<file path="config.mk">
export PLATFORM = sky130hd
export DESIGN_NAME = instruction_fetcher
export DESIGN_NICKNAME = d
export VERILOG_FILES = /design/src/rtl/instruction_fetcher.sv
export SDC_FILE = /design/constraint.sdc
export NUM_CORES = 1
export LEC_CHECK = 0
export CAP_MARGIN = 5
export CORE_AREA = 2 2 128 130
export CTS_BUF_LIST = sky130_fd_sc_hd__clkbuf_8
export CTS_CLUSTER_DIAMETER = 30
export CTS_CLUSTER_SIZE = 8
export DETAILED_ROUTE_END_ITERATION = 12
export DIE_AREA = 0 0 130 132
export PLACE_DENSITY = 0.82
export SYNTH_ARGS = -nofsm -noshare
export SYNTH_HDL_FRONTEND = slang
export SYNTH_SLANG_ARGS = --single-unit
export TNS_END_PERCENT = 20
</file>
<file path="constraint.sdc">
create_clock -name clk -period 2.3 [get_ports clk]
set_input_delay 0.46 -clock clk [delete_from_list [all_inputs] [get_ports clk]]
set_output_delay 0.46 -clock clk [all_outputs]
set_load 0.01 [all_outputs]
</file>
<file path="src/rtl/instruction_fetcher.sv">
// Fetch front end: issues 8-byte-aligned reads to a 1-cycle synchronous memory
// and splits each returned doubleword into two program-ordered instruction slots.
module instruction_fetcher #(
   parameter logic [31:0] RESET_PC = 32'h0000_0000
) (
   input  logic        clk,
   input  logic        reset,
   input  logic        stall,
   input  logic        branchTaken,
   input  logic [31:0] branchTarget,
   input  logic [63:0] fetchedInstruction,
   output logic [31:0] instructionAddress,
   output logic [31:0] instructionA,
   output logic [31:0] instructionB,
   output logic        instructionA_valid,
   output logic        instructionB_valid,
   output logic [31:0] addressA,
   output logic [31:0] addressB
);

   logic [31:0] pc, respPc;
   logic        respValid, holdValid;
   logic [63:0] holdData, dataWord;
   logic [31:0] alignedTarget, pcDword;

   assign alignedTarget      = branchTarget & ~32'h3;
   assign pcDword            = pc & ~32'h7;
   assign instructionAddress = pcDword;

   always_ff @(posedge clk) begin
      if (reset) begin
         pc        <= RESET_PC;
         respPc    <= RESET_PC;
         respValid <= 1'b0;
         holdValid <= 1'b0;
         holdData  <= '0;
      end else if (branchTaken) begin
         pc        <= alignedTarget;
         respValid <= 1'b0;
         holdValid <= 1'b0;
      end else if (stall) begin
         // Memory keeps reading the next address during a stall, so capture the
         // doubleword on display before it is overwritten.
         if (respValid && !holdValid) begin
            holdData  <= fetchedInstruction;
            holdValid <= 1'b1;
         end
      end else begin
         respPc    <= pc;
         respValid <= 1'b1;
         pc        <= pcDword + 32'd8;
         holdValid <= 1'b0;
      end
   end

   assign dataWord = holdValid ? holdData : fetchedInstruction;

   always_comb begin
      instructionA       = '0;
      instructionB       = '0;
      instructionA_valid = 1'b0;
      instructionB_valid = 1'b0;
      addressA           = respPc;
      addressB           = respPc + 32'd4;
      if (respValid) begin
         instructionA_valid = 1'b1;
         // Entry at the upper word after a branch leaves slot B empty.
         if (respPc[2]) begin
            instructionA = dataWord[63:32];
         end else begin
            instructionA       = dataWord[31:0];
            instructionB       = dataWord[63:32];
            instructionB_valid = 1'b1;
         end
      end
   end

endmodule

</file>
==> impl_metrics.csv <==
group,metric,value,unit
global_route,antenna_found_initial,1,
routing,vias_per_cell,5.615,
cells_and_area,fin_util,71.71,%
synthesis,synth-edff-count,0,
global_route,overflow,0,
hold_path,hold_path_class,"in -> reg",
sta,layout_min_cycle_time,2.528,ns
die,fp.coreArea,0.01571,mm2
global_route,grt_pass1_vias,7744,
cells_and_area,drive_above_1_share,29.14,%
pwr,peakVddDrop,0.3717,mV
synthesis,syn_inst,897,
sta,fin_ws,-0.2279,ns
synthesis,synth_top_area_share,34.63,%
routing,postRouteAntennaNets,0,
global_route,grt_max_degree,65,
synthesis,synth_fa_ha_area_share,0.3436,%
status,run_status,"finished, violations left",
sta,max_freq,0.3956,GHz
synthesis,synth_top_flop_cell,"dfxtp_1",
sta,fin_skew,0.01032,ns
pwr,leakage,4.320,nW
die,ios,262,
synthesis,yosys.area_share.simple,26.94,%
clock_tree,clkSinkCount,126,
cells_and_area,area_growth,54.70,%
die,fp.dieW,130,um
synthesis,synth-xor-area-share,4.449,%
die,start_util,46.35,%
synthesis,yosys_warnings,0,
clock_tree,htreeDepth,4,
clock_tree,insertion_delay,0.46,ns
sta,rsz0062_at_grt,"true",
routing,first_pass_iters,6,
die,dieHeight,132,um
setup_path,path_max_fanout,4,
sta,post-route-period-util,109.9,%
placed_design,gp_congestion,0.8822,
synthesis,synth_top_area_cell,"dfxtp_1",
synthesis,ys_async_sr_fraction,0,%
clock_tree,root_buffer,"clkbuf_8",
cells_and_area,num-fill-cells,1131,
synthesis,avgSynthCellArea,8.120,um2
sta,finalHoldViolations,0,
sta,max-slew-margin-rel,54.52,%
routing,drc_errors,0,
synthesis,synth_cell_types,49,
routing,drt-initial-drc-count,533,
synthesis,yosys-top-cells-area,"dfxtp_1, nand2_1, mux4_2",
setup_path,required,1.84,ns
routing,drt-wirelength-per-cell,17.75,um
global_route,grt_pass1_wl,39.52,mm
cells_and_area,design_area,0.01127,mm2
clock_tree,cts-buffers-inserted,17,
setup_path,critPathKind,"reg -> out",
global_route,grt_usage,28.97,%
sta,worst_pin_slew,0.6822,ns
clock_tree,path_clk_slew,0.08,ns
synthesis,synthMuxAreaShare,14.43,%
setup_path,cp.arrival,2.07,ns
clock_tree,tritoncts,"built",
status,violations,"negative setup slack",
cells_and_area,final_net_count,1328,
placed_design,io_buffer_count,252,
synthesis,synth_top_family_by_area,"simple AND/OR/NAND/NOR gates",
die,fp-row-count,46,
setup_path,end_kind,"primary output",
synthesis,synth_compound_gate_area_share,11.37,%
setup_path,crit_path_start_kind,"flop",
synthesis,syn_area,0.007283,mm2
routing,num_vias,8175,
routing,routed_wl,25.85,mm
synthesis,synth_seq_cells,126,
job,maxCapViolCount,0,
die,dieArea,0.01716,mm2
pwr,powerDensity,507.0,mW/mm2
clock_tree,cts.path.max_buffers,2,
placed_design,dp_hpwl,17.82,mm
synthesis,synth-seq-area-share,34.63,%
sta,finalSetupViolCount,48,
placed_design,dpl-instance-area,0.01059,mm2
sta,maxSlewViolCount,0,
==> flip-flops by register name, summed over array words and instances (netlist names) <==
name       cells
holdData      64
addressA      30
pc            30
holdValid      1
respValid      1
==> cells in the mapped netlist, types with 6 or more instances <==
library cell,number
a21oi_1,101
a311oi_1,12
and2_1,36
and3_1,7
buf_1,6
buf_2,9
buf_4,37
clkbuf_1,47
dfxtp_1,126
mux2i_1,33
mux4_2,32
nand2_1,219
nand3_1,24
nand4_1,20
nor2_1,59
o31ai_1,10
or3_1,6
or4_1,14
xnor2_1,25
xor2_1,12
==> logic make-up after synthesis <==
logic type,after synthesis
AOI/OAI and AO/OA,143
xor gates and xnor gates,37
adders and majority gates,2
buffers and inverters,107
DFF,126
muxes,65
other,1
and+or+nand+nor,416
==> per-layer routing <==
| metal | GRT usage, % | vias up | share of wire, % |
|---|---|---|---|
| met5 | 0 | - | 0 |
| met4 | 14.10 | 0 | 4.5 |
| met3 | 8.117 | 101 | 8.3 |
| met2 | 49.30 | 435 | 50 |
| met1 | 33.10 | 3883 | 37 |
| li1 | - | 3756 | - |
==> final timing paths <==
kind	cells after the start	endpoint	start	slack, ns
min reg2reg	2	holdData[4]$_SDFFE_PP0P_	holdData[4]$_SDFFE_PP0P_	0.46
max	8	addressB[24]	addressA[8]$_SDFFE_PP0P_	-0.23
max reg2reg	4	pc[24]$_SDFFE_PP0P_	pc[18]$_SDFFE_PP0P_	0.27
min	2	addressA[15]$_SDFFE_PP0P_	reset	0.44
==> stage by stage <==
stage | setup WS (ns) | setup TNS (ns) | power, W | hold slack, ns | cells
2_1_floorplan | 0.08730 | 0 | 0.002773 | 0.4275 | 903
3_3_place_gp | -0.1651 | -5.295 | 0.003306 | 0.4385 | 1397
3_5_place_dp | -0.1874 | -6.191 | 0.003323 | 0.4466 | 1397
4_1_cts | -0.2268 | -5.650 | 0.005694 | 0.4126 | 1445
5_1_grt | -0.3194 | -8.429 | 0.005906 | 0.4368 | 1456
6_report | -0.2279 | -4.283 | 0.005712 | 0.4375 | 1456
==> layout by cell type, fill, tap and decap left out, drive strengths merged, types with 14 or more instances in the layout <==
cell / netlist / layout
mux4: 32 / 32
nand2: 219 / 219
and2: 36 / 36
or4: 14 / 14
buf: 54 / 236
dfxtp: 126 / 126
nand4: 22 / 22
nor2: 59 / 59
clkdlybuf4s50: 0 / 157
clkbuf: 47 / 19
xnor2: 25 / 25
mux2i: 33 / 33
nand3: 25 / 25
a21oi: 101 / 101
==> power breakdown <==
group	leakage (nW)	switching, W	internal (W)
clock	0.238	0.000989	0.00142
sequential	1.03	0.0000754	0.00225
combinational	3.05	0.000437	0.000547
==> what timing repair did <==
item                       4_1_cts  5_1_grt
cloned                           2        0
pin swaps                       15       23
hold buffers                     0        0
gates resized for setup        390       50
buffers inserted                14       11
setup endpoints to repair       94       86
==> layout make-up <==
cell class                      count  area (um2)  share of cell area [%]
Multi-Input combinational cell    670        4354                   38.65
Timing Repair Buffer              405        3583                   31.80
Sequential cell                   126        2539                   22.53
Tap cell                          216       270.3                   2.399
Clock inverter                     15       256.5                   2.277
Clock buffer                       17       234.0                   2.077
Inverter                            6       27.53                  0.2443
Antenna cell                        1       2.502                 0.02221
==> critical path, stage by stage, from the launching register on <==
cell and delay [ns]:
dfxtp_2 0.33, nand4_1 0.16, buf_4 0.19, nor4_4 0.25, buf_4 0.16, buf_6 0.10, nand4_1 0.09, xnor2_1 0.18
buf_2 0.16
Power figures use the tool's default switching activity.
